### config.mk
export PLATFORM = sky130hd
export DESIGN_NAME = rr_arbiter_8to1
export DESIGN_NICKNAME = d
export VERILOG_FILES = /design/src/rtl/rr_arbiter_8to1_pkg.sv /design/src/rtl/rr_arbiter_8to1_mux.sv /design/src/rtl/rr_arbiter_8to1.sv
export SDC_FILE = /design/constraint.sdc
export NUM_CORES = 1
export LEC_CHECK = 0
export BUFFER_PORTS_ARGS = -buffer_cell sky130_fd_sc_hd__buf_2
export CORE_AREA = 2 2 120 122
export CTS_CLUSTER_DIAMETER = 100
export DETAILED_ROUTE_END_ITERATION = 7
export DIE_AREA = 0 0 122 124
export PLACE_DENSITY = 0.72
export RECOVER_POWER = 50
export REMOVE_ABC_BUFFERS = 1
export SKIP_CTS_REPAIR_TIMING = 1
export SYNTH_ARGS = -nofsm -noshare
export SYNTH_HDL_FRONTEND = slang
export SYNTH_HIERARCHICAL = 1
export SYNTH_SLANG_ARGS = --single-unit
### constraint.sdc
create_clock -name CLK -period 4.1 [get_ports CLK]
set_clock_uncertainty 0.2 [all_clocks]
set_input_delay 0 -clock CLK [delete_from_list [all_inputs] [get_ports CLK]]
set_output_delay 0 -clock CLK [all_outputs]
set_load 0.02 [all_outputs]
### src/rtl/rr_arbiter_8to1_pkg.sv
// Shared definitions for the 8-requester round-robin arbiter:
// requester count, default widths/limits, FSM encoding and the
// rotating-priority search helper.
package rr_arbiter_8to1_pkg;

  localparam int NREQ        = 8;
  localparam int N_DEF       = 32;
  localparam int MAXHOLD_DEF = 8;

  typedef enum logic [0:0] {
    ST_IDLE = 1'b0,
    ST_BUSY = 1'b1
  } state_t;

  typedef struct packed {
    logic       found;
    logic [2:0] idx;
  } pick_t;

  // First set bit of req, scanning ptr, ptr+1, ... with 3-bit wrap.
  function automatic pick_t rr_pick(input logic [NREQ-1:0] req,
                                    input logic [2:0]      ptr);
    pick_t      r;
    logic [2:0] k;
    r.found = 1'b0;
    r.idx   = 3'd0;
    for (int i = 0; i < NREQ; i++) begin
      k = ptr + 3'(i);
      if (!r.found && req[k]) begin
        r.found = 1'b1;
        r.idx   = k;
      end
    end
    return r;
  endfunction

endpackage

### src/rtl/rr_arbiter_8to1_mux.sv
// 8:1 N-bit data mux. Input slice i sits at [N*(8-i)-1 : N*(7-i)],
// so requester 0 is the most significant slice.
module Mux8to1_32Bit
  import rr_arbiter_8to1_pkg::*;
#(
  parameter int N = N_DEF
) (
  input  logic [2:0]        sel_i,
  input  logic [NREQ*N-1:0] data_i,
  output logic [N-1:0]      data_o
);

  logic [N-1:0] slices [NREQ];

  for (genvar g = 0; g < NREQ; g++) begin : g_slice
    assign slices[g] = data_i[N*(NREQ-g)-1 -: N];
  end

  // Pick the slice addressed by sel_i.
  always_comb begin
    data_o = slices[sel_i];
  end

endmodule

### src/rtl/rr_arbiter_8to1.sv
// Round-robin arbiter for 8 requesters with a bounded hold time.
// A winner keeps the grant while it requests, up to MAXHOLD cycles when
// someone else is waiting; the search for the next winner starts one
// past the last granted index. Grant outputs are registered; the data
// output is a combinational mux of the granted requester's slice.
module rr_arbiter_8to1
  import rr_arbiter_8to1_pkg::*;
#(
  parameter int N       = N_DEF,
  parameter int MAXHOLD = MAXHOLD_DEF
) (
  input  logic              CLK,
  input  logic              RST,
  input  logic [NREQ-1:0]   REQ,
  input  logic [NREQ*N-1:0] IN_DATA,
  output logic [NREQ-1:0]   GNT,
  output logic [2:0]        SEL,
  output logic              VALID,
  output logic [N-1:0]      OUT_DATA
);

  localparam int              HW        = $clog2(MAXHOLD);
  localparam logic [HW-1:0]   HOLD_LAST = HW'(MAXHOLD - 1);

  state_t          state_q, state_d;
  logic [NREQ-1:0] gnt_q,   gnt_d;
  logic [2:0]      sel_q,   sel_d;
  logic            valid_q, valid_d;
  logic [2:0]      ptr_q,   ptr_d;
  logic [HW-1:0]   hold_q,  hold_d;

  logic [NREQ-1:0] arb_req;
  pick_t           pick;
  logic            do_arb;
  logic [N-1:0]    mux_data;

  // Next-state logic: hold, re-arbitrate or drop to idle.
  always_comb begin
    state_d = state_q;
    gnt_d   = gnt_q;
    sel_d   = sel_q;
    valid_d = valid_q;
    ptr_d   = ptr_q;
    hold_d  = hold_q;
    do_arb  = 1'b0;

    // The current owner never wins a re-arbitration against itself.
    arb_req = REQ;
    if (state_q == ST_BUSY) arb_req[sel_q] = 1'b0;
    pick = rr_pick(arb_req, ptr_q);

    case (state_q)
      ST_IDLE: do_arb = 1'b1;
      ST_BUSY: begin
        if (REQ[sel_q] && (hold_q < HOLD_LAST)) hold_d = hold_q + HW'(1);
        else                                    do_arb = 1'b1;
      end
      default: do_arb = 1'b1;
    endcase

    if (do_arb) begin
      if (pick.found) begin
        state_d = ST_BUSY;
        gnt_d   = NREQ'(1) << pick.idx;
        sel_d   = pick.idx;
        valid_d = 1'b1;
        ptr_d   = pick.idx + 3'd1;
        hold_d  = '0;
      end else if (!((state_q == ST_BUSY) && REQ[sel_q])) begin
        state_d = ST_IDLE;
        gnt_d   = '0;
        sel_d   = 3'd0;
        valid_d = 1'b0;
        hold_d  = '0;
      end
      // Otherwise the owner is alone and keeps the grant, count saturated.
    end
  end

  // State and grant registers with synchronous reset.
  always_ff @(posedge CLK) begin
    if (RST) begin
      state_q <= ST_IDLE;
      gnt_q   <= '0;
      sel_q   <= 3'd0;
      valid_q <= 1'b0;
      ptr_q   <= 3'd0;
      hold_q  <= '0;
    end else begin
      state_q <= state_d;
      gnt_q   <= gnt_d;
      sel_q   <= sel_d;
      valid_q <= valid_d;
      ptr_q   <= ptr_d;
      hold_q  <= hold_d;
    end
  end

  Mux8to1_32Bit #(.N(N)) u_mux (
    .sel_i  (sel_q),
    .data_i (IN_DATA),
    .data_o (mux_data)
  );

  assign GNT      = gnt_q;
  assign SEL      = sel_q;
  assign VALID    = valid_q;
  assign OUT_DATA = valid_q ? mux_data : '0;

endmodule

==> results of run 1 <==
registers in the layout (all words and copies together), names as in the netlist:
signal,cells
hold_q,3
ptr_q,3
VALID,1
SEL,3
GNT,8
stage by stage:
| stage | std cells | hold WS (ns) |
|---|---|---|
| 2_1_floorplan | 359 | -0.131 |
| 3_3_place_gp | 867 | 0.0526 |
| 3_5_place_dp | 867 | 0.0608 |
| 4_1_cts | 871 | -0.201 |
| 5_1_grt | 873 | 0.289 |
| 6_report | 873 | 0.261 |
cells in the final DEF (no fill, tap or decap), drive strengths merged, types with 7 or more instances in the layout:
master / count
dfxtp: 18
inv: 14
ha: 8
clkbuf: 30
a32o: 9
o21ai: 10
nand2b: 9
a21oi: 13
and2: 37
buf: 302
nor3: 7
mux2: 35
nor2: 10
o32ai: 7
mux4: 75
nand2: 24
synth_stat cells (all sizes together), types with 4 or more instances:
master and n:
mux4 75, and2 37, mux2 35, buf 26, nand2 24, dfxtp 18, inv 14, a21oi 13
clkbuf 13, nor2 10, o21ai 10, a32o 9, nand2b 9, ha 8, nor3 7, o32ai 7
a22o 6, o221ai 6, a31oi 5, a32oi 5, nand3 5, nor2b 5, and4bb 4, o22ai 4
layout make-up:
type,instances,area [sq um]
sequential,18,369
timing repair buffer,329,1670
clock buffer,4,88.8
tap,180,225
fill,1375,7530
multi-input combinational,327,3780
inverter,14,52.6
antenna,1,2.50
how the worst max path moves through the flow:
stage / to / slack, ns / cells past startpoint
finish: ptr_q[2] / 0.16 / 13
global route: ptr_q[2] / 0.02 / 12
CTS: ptr_q[2] / 0.07 / 12
detailed placement: ptr_q[2] / 0.1 / 12
global placement: ptr_q[2] / 0.25 / 13
floorplan: ptr_q[2] / -1.64 / 11
kinds of logic (layout without fill, tap and decap cells):
group	Yosys count	after routing	synth area share, %
adder cells (fa/ha/maj)	8	8	2.27
AO/OA/AOI/OAI	85	85	14.7
XOR/XNOR	3	3	0.596
AND/OR/NAND/NOR	120	120	16.7
multiplexers	111	111	51.1
flip-flops	18	18	8.17
other	0	1	0
buffers and inverters	53	347	6.44
layer usage:
metal	global-route usage (%)	up-vias
met4	3.59	4
met1	31.2	2469
li1	-	2283
met5	0	-
met2	39.5	252
met3	4.81	20
where the power goes:
group | internal (uW) | leakage, uW | switching [uW] | total, uW
Sequential | 225 | 0.000149 | 69.0 | 294
Combinational | 1290 | 0.00258 | 1360 | 2650
Clock | 148 | 0.0000442 | 63.4 | 212
Total | 1660 | 0.00278 | 1490 | 3150
==> impl_metrics.json, run 1 <==
{
  "min_path_cells": 1,
  "crit_path_max_fanout": 20,
  "start_util_pct": 32.1,
  "vias": 5028,
  "clock.fmax_ghz": 0.254,
  "slew_violations": 0,
  "maxCapViolations": 0,
  "synth_area_leader_cell": "mux4_1",
  "power.leakage_uw": 0.00278,
  "min_from": "GNT[0]",
  "hpwl_mm": 15.6,
  "tightest_slew_ns": 1.07,
  "finalWeightedCongestion": 0.991,
  "nets": 967,
  "clockBufferDepth": 2,
  "met2_length_mm": 9.46,
  "dp_slack_ns": 0.0988,
  "core_area_sq_um": 13700,
  "period_share_pct": 96.1,
  "wl_met3_mm": 1.50,
  "synth_top_area_share_pct": 25.0,
  "area_delta_synth_final_pct": 40.3,
  "rsz0062_at_grt": "false",
  "cts_inserted_buffers": 3,
  "setup_ws_ns": 0.160,
  "grt_antenna_before_repair": 5,
  "drtAntennaViolNets": 0,
  "slew_headroom_pct": 28.5,
  "grt_pass1_vias": 4699,
  "p_per_area_nw_per_um2": 510,
  "clock_latency_ns": 0.25,
  "syn_inst": 398,
  "r2r_end": "ptr_q[2]",
  "ys_types": 61,
  "fin_area_sq_um": 6190,
  "routedWlPerCell_microns": 21.5,
  "postPlaceCellArea_sq_um": 6100,
  "highest_layer": "met5",
  "yosysSeqAreaShare_pct": 8.17,
  "crit_type": "flop to flop",
  "ys.flop_type": "dfxtp_1",
  "max_stage_delay_ns": 0.56,
  "cts_max_level": 1,
  "grt_max_degree": 38,
  "reg2reg_from": "ptr_q[1]",
  "clock_sinks": 18,
  "ios": 310,
  "tns_ns": 0,
  "hold_viol_final": 0,
  "die_area_sq_um": 15100,
  "place.port_buffers": 309,
  "ys_warn_count": 6,
  "clockRootBuffer": "clkbuf_16",
  "start_kind": "flop",
  "crit_family": "compound AO/OA/AOI/OAI gates",
  "crit_start": "ptr_q[1]",
  "reg2reg_slack_ns": 0.16,
  "reg2reg_depth": 13,
  "grt_overflow": 0,
  "cts_tree": "built",
  "critical_path_buf_inv_count": 1,
  "drtIter0Drc": 468,
  "power.total_uw": 3150,
  "netlist_area_sq_um": 4410,
  "vias_per_cell": 5.76,
  "ys_ff_latch": 18,
  "firstDrtPassIters": 5,
  "critical_path_arrival_ns": 3.92,
  "worstPathRequired_ns": 4.08,
  "grt_pass1_wl_mm": 27.0,
  "fin_crit_ns": 3.94,
  "hp-class": "flop to flop",
  "die_y_microns": 124,
  "cp-end-kind": "flop",
  "synth_edf_count": 0,
  "setup_viol": 0,
  "utilization_pct": 45.1,
  "grtUsageTotal_pct": 23.2,
  "routed_wl_mm": 18.8,
  "m1WireLength_mm": 7.60,
  "drcViolationCount": 0,
  "crit_chain": "inv_1 > ha_2 > nand2_1 > o22ai_1 > mux4_2 > o32a_1 > and4bb_2 > a2111oi_0 > nor2_1 > ha_1 > ha_1 > nand2_1 > a21oi_1",
  "crit_slowest_cell": "ha_2",
  "synth_area_leaders": "mux4_1, mux4_2, mux2_2",
  "irDropWorstVdd_v": 0.000235,
  "drive_gt1_share_pct": 56.5,
  "status": "completed",
  "dieWidth_microns": 122,
  "rows": 43,
  "clk_pin_slew_ns": 0.05,
  "synth.avg_cell_area_sq_um": 11.1,
  "async_flop_share_pct": 0,
  "hold_end": "GNT[0]"
}
No activity file was read; power rests on OpenSTA's default activity.
==> run 2: changes to the inputs <==
--- a/config.mk
+++ b/config.mk
@@ -6,11 +6,11 @@
 export NUM_CORES = 1
 export LEC_CHECK = 0
 export BUFFER_PORTS_ARGS = -buffer_cell sky130_fd_sc_hd__buf_2
-export CORE_AREA = 2 2 120 122
+export CORE_ASPECT_RATIO = 1.4
+export CORE_UTILIZATION = 25
 export CTS_CLUSTER_DIAMETER = 100
 export DETAILED_ROUTE_END_ITERATION = 7
-export DIE_AREA = 0 0 122 124
-export PLACE_DENSITY = 0.72
+export PLACE_DENSITY = 0.6
 export RECOVER_POWER = 50
 export REMOVE_ABC_BUFFERS = 1
 export SKIP_CTS_REPAIR_TIMING = 1
==> run 2 against run 1 <==
  * The run now ends with capacitance limit left
  * Critical path type unchanged
  * Sequential power increased by 5%
  * Count of clock-buffer cells in the layout unchanged
  * Core utilization decreased by 9.1 points
  * Design area increased by 0.95%
  * Sequential share of layout area about the same
  * Sequential cell count unchanged
  * Highest routed layer unchanged
  * Maximum frequency increased by 3.1%
  * Die area increased by 20%
  * Non-clock buffer count decreased by 2
  * Hold slack improved by 0.012 ns
  * Largest power group unchanged
==> impl_metrics.json, run 2 (synthesis results as in run 1) <==
{
  "status": "finished with violations",
  "violations": "capacitance limit",
  "dieWidth_microns": 114,
  "routed_wl_mm": 17.8,
  "clock_latency_ns": 0.25,
  "critical_path_arrival_ns": 3.77,
  "multiInputGateArea_sq_um": 3780,
  "reg2reg_from": "ptr_q[1]",
  "dp.cells": 921,
  "crit_start": "ptr_q[1]",
  "rows": 57,
  "cp-end-kind": "flop",
  "area_delta_synth_final_pct": 41.7,
  "final_cells": 930,
  "irDropWorstVdd_v": 0.000252,
  "clockRootBuffer": "clkbuf_16",
  "grt_max_degree": 67,
  "cts_tree": "built",
  "ios": 310,
  "tightest_slew_ns": 1.48,
  "maxCapViolations": 1,
  "die_area_sq_um": 18200,
  "die_y_microns": 159,
  "grtUsageTotal_pct": 18.8,
  "nets": 965,
  "start_kind": "flop",
  "vias": 4948,
  "finalWeightedCongestion": 0.919,
  "drive_gt1_share_pct": 56.2,
  "tns_ns": 0,
  "min_from": "GNT[5]",
  "p_per_area_nw_per_um2": 510,
  "final_cell_mix": "buf_2, mux4_1, and2_1",
  "grt_overflow": 0,
  "fin_crit_ns": 3.82,
  "cts_max_level": 1,
  "n_fill_cell": 1822,
  "start_util_pct": 25.4,
  "largest_reg_flops": 8,
  "regArea_sq_um": 370,
  "clock.fmax_ghz": 0.262,
  "firstDrtPassIters": 5,
  "drcViolationCount": 0,
  "hpwl_mm": 15.0,
  "setup_viol": 0,
  "slew_headroom_pct": 1.25,
  "drtIter0Drc": 300,
  "grt_pass1_vias": 5047,
  "core_area_sq_um": 17300,
  "grt_pass1_wl_mm": 26.6,
  "postPlaceCellArea_sq_um": 6160,
  "holdWs_ns": 0.273,
  "period_share_pct": 93.2,
  "crit_type": "flop to flop",
  "rsz0062_at_grt": "false",
  "hp-class": "flop to flop",
  "worstPathRequired_ns": 4.04,
  "fin_area_sq_um": 6240,
  "crit_path_max_fanout": 19,
  "drtAntennaViolNets": 0,
  "vias_per_cell": 5.32,
  "hold_viol_final": 0,
  "clock_sinks": 18,
  "clk_pin_slew_ns": 0.06,
  "routedWlPerCell_microns": 19.2,
  "final_common_cell": "buf_2",
  "power.leakage_uw": 0.00276,
  "place.port_buffers": 309,
  "cts_inserted_buffers": 3,
  "slew_violations": 0,
  "clockBufferDepth": 2,
  "grt_antenna_before_repair": 5
}
==> run 2: changes by cell type in the layout (fill, tap and decap cells not counted), sizes merged <==
cell    before  now
diode        1    4
clkbuf      30   31
buf        302  299
==> run 2: critical path: stages, from the launching register on <==
cell	delay, ns
dfxtp_1	0.33
inv_1	0.06
ha_2	0.56
nor2b_1	0.11
a32o_1	0.28
mux4_2	0.47
o32a_1	0.32
and4bb_2	0.39
a2111oi_1	0.12
nor2_1	0.28
ha_1	0.24
ha_1	0.24
nand2_1	0.06
a21oi_1	0.06
==> run 2: stage by stage <==
step | setup WS, ns | utilization, % | power [uW]
6_report | 0.277 | 36.0 | 3180
5_1_grt | 0.0719 | 36.0 | 3440
4_1_cts | 0.0598 | 36.0 | 3190
3_5_place_dp | 0.115 | 35.5 | 2950
3_3_place_gp | 0.185 | 35.5 | 2940
2_1_floorplan | -1.64 | - | 2180
==> run 2: layer usage <==
metal / global-route usage [%] / share of wire, %
met3: 3.27 / 6.9
met5: 0 / 0.15
met1: 21.8 / 40
met4: 5.84 / 2.2
met2: 34.4 / 51
==> run 2: path summary, 6_finish.rpt <==
kind              endpoint  slack (ns)  cells after the start
hold reg to reg     GNT[5]        0.27                      1
setup reg to reg  ptr_q[2]        0.28                     13
hold / removal      GNT[5]        0.27                      1
setup / recovery  ptr_q[2]        0.28                     13
==> run 2: cell type report <==
type,instances,area share [%]
Inverter,14,0.842
Tap cell,236,4.73
Multi-Input combinational cell,327,60.6
Timing Repair Buffer,327,26.3
Antenna cell,4,0.160
Sequential cell,18,5.93
Clock buffer,4,1.42
==> run 2: where the power goes <==
| group | leakage, uW | internal (uW) | switching, uW |
|---|---|---|---|
| Combinational | 0.00257 | 1290 | 1360 |
| Clock | 0.0000442 | 149 | 73.3 |
| Sequential | 0.000149 | 225 | 82.5 |
| Total | 0.00276 | 1660 | 1520 |
==> run 3: changes to the inputs <==
--- a/config.mk
+++ b/config.mk
@@ -5,12 +5,13 @@
 export SDC_FILE = /design/constraint.sdc
 export NUM_CORES = 1
 export LEC_CHECK = 0
-export BUFFER_PORTS_ARGS = -buffer_cell sky130_fd_sc_hd__buf_2
 export CORE_ASPECT_RATIO = 1.4
+export CORE_MARGIN = 2
 export CORE_UTILIZATION = 25
 export CTS_CLUSTER_DIAMETER = 100
 export DETAILED_ROUTE_END_ITERATION = 7
-export PLACE_DENSITY = 0.6
+export DONT_BUFFER_PORTS = 1
+export PLACE_DENSITY = 0.43
 export RECOVER_POWER = 50
 export REMOVE_ABC_BUFFERS = 1
 export SKIP_CTS_REPAIR_TIMING = 1
==> constraint.sdc (replaced) <==
create_clock -name CLK -period 3.88 [get_ports CLK]
set_clock_uncertainty 0.2 [all_clocks]
set_input_delay 0 -clock CLK [delete_from_list [all_inputs] [get_ports CLK]]
set_output_delay 0 -clock CLK [all_outputs]
set_load 0.02 [all_outputs]
==> run 3 against run 2 <==
  * The flow now finishes without violations
  * First-iteration DRC count down 31%
  * Sequential power up 10%
  * Die area is 3.0% higher
  * Global-route usage decreased by 0.91 points
  * Maximum frequency rose by 7.3%
  * Total power is 3.3% higher
  * Via count shrank 20%
  * Design area is 22% lower
  * Core utilization is 7.9 points lower
  * Largest cell class unchanged
  * Largest power group unchanged
==> impl_metrics.json, run 3 (synthesis results as in run 1) <==
{
  "status": "completed",
  "final_cells": 644,
  "tightest_slew_ns": 1.31,
  "largest_reg_flops": 8,
  "core_area_sq_um": 17300,
  "cts_inserted_buffers": 3,
  "drtIter0Drc": 206,
  "slew_headroom_pct": 12.9,
  "crit_slowest_cell": "mux4_2",
  "drive_gt1_share_pct": 30.5,
  "slew_violations": 0,
  "drcViolationCount": 0,
  "hp-class": "input port to flop",
  "clock.fmax_ghz": 0.281,
  "regArea_sq_um": 370,
  "clock_latency_ns": 0.25,
  "setup_viol": 0,
  "drtAntennaViolNets": 0,
  "area_delta_synth_final_pct": 10.8,
  "period_share_pct": 91.8,
  "p_per_area_nw_per_um2": 673,
  "clockBufferDepth": 2,
  "grt_pass1_wl_mm": 25.1,
  "rsz0062_at_grt": "false",
  "critical_path_arrival_ns": 3.49,
  "dp.cells": 628,
  "holdWs_ns": 0.204,
  "grt_max_degree": 53,
  "vias_per_cell": 6.11,
  "finalWeightedCongestion": 0.912,
  "cts_max_level": 1,
  "rows": 57,
  "irDropWorstVdd_v": 0.000213,
  "die_area_sq_um": 18700,
  "firstDrtPassIters": 4,
  "dieWidth_microns": 116,
  "routedWlPerCell_microns": 27.7,
  "final_cell_mix": "mux4_1, mux2_2, mux4_2",
  "maxCapViolations": 0,
  "crit_type": "flop to flop",
  "clock_sinks": 18,
  "clk_pin_slew_ns": 0.05,
  "multiInputGateArea_sq_um": 3790,
  "grt_overflow": 0,
  "die_y_microns": 161,
  "place.port_buffers": 0,
  "critical_path_buf_inv_count": 2,
  "start_util_pct": 25.4,
  "ios": 310,
  "final_common_cell": "mux4_1",
  "hpwl_mm": 14.9,
  "fin_crit_ns": 3.56,
  "crit_chain": "inv_1 > ha_4 > buf_4 > a32o_1 > mux4_2 > o32a_1 > and4bb_2 > a21boi_0 > o21ai_0 > ha_1 > ha_1 > nand2_1 > a21oi_1",
  "routed_wl_mm": 17.8,
  "cts_tree": "built",
  "crit_family": "compound AO/OA/AOI/OAI gates",
  "nets": 672,
  "vias": 3936,
  "n_fill_cell": 1811,
  "clockRootBuffer": "clkbuf_16",
  "start_kind": "flop",
  "max_stage_delay_ns": 0.48,
  "grt_pass1_vias": 3958,
  "crit_top_cell": "ha_1",
  "cp-end-kind": "flop",
  "crit_path_max_fanout": 16,
  "hold_viol_final": 0,
  "grtUsageTotal_pct": 17.9,
  "power.leakage_uw": 0.00167,
  "worstPathRequired_ns": 3.81,
  "grt_antenna_before_repair": 14
}
-- run 3: changes by cell type in the layout (fill, tap and decap cells not counted), sizes merged --
cell,previous run,this run
buf,299,32
diode,4,11
clkbuf,31,5
-- run 3: metal layers --
layer	track usage [%]	vias to the layer above	wire length [microns]
met5	0	-	27
met4	6.28	4	467
met3	6.49	32	1730
met2	31.3	246	9400
met1	19.6	1951	6210
li1	-	1703	-
-- run 3: worst paths after layout --
| kind | slack [ns] | from | to | cells after the start |
|---|---|---|---|---|
| setup reg to reg | 0.32 | ptr_q[0] | ptr_q[2] | 13 |
| setup / recovery | 0.32 | ptr_q[0] | ptr_q[2] | 13 |
| hold reg to reg | 0.31 | hold_q[0] | hold_q[0] | 1 |
| hold / removal | 0.20 | REQ[7] | VALID | 4 |
-- run 3: worst reg2reg max path, delay by kind of cell (launching register included) --
family	cells	cell delay, ns
DFF	1	0.33
and+or+nand+nor	2	0.39
AOI/OAI and AO/OA	5	0.95
adders and majority gates	3	0.83
muxes	1	0.48
buffers and inverters	2	0.25
-- run 3: final cells by class --
type / count / share of cell area, %
Antenna cell: 11 / 0.564
Inverter: 14 / 1.08
Multi-Input combinational cell: 327 / 77.6
Clock buffer: 4 / 1.82
Sequential cell: 18 / 7.58
Timing Repair Buffer: 34 / 5.28
Tap cell: 236 / 6.05
-- run 3: stage by stage --
stage | power [uW] | worst slack, ns | area [sq um] | setup TNS, ns | utilization [%]
2_1_floorplan | 2300 | -1.86 | 4180 | -34.37 | -
3_3_place_gp | 2990 | 0.185 | 4730 | 0 | 27.3
3_5_place_dp | 3010 | 0.0215 | 4730 | 0 | 27.3
4_1_cts | 3250 | -0.00399 | 4820 | -0.00399 | 27.8
5_1_grt | 3530 | 0.0419 | 4880 | 0 | 28.1
6_report | 3290 | 0.318 | 4880 | 0 | 28.2
-- run 3: power breakdown --
part / switching, uW / internal (uW)
logic: 1410 / 1310
registers: 102 / 238
clock network: 71.7 / 157
total: 1580 / 1700
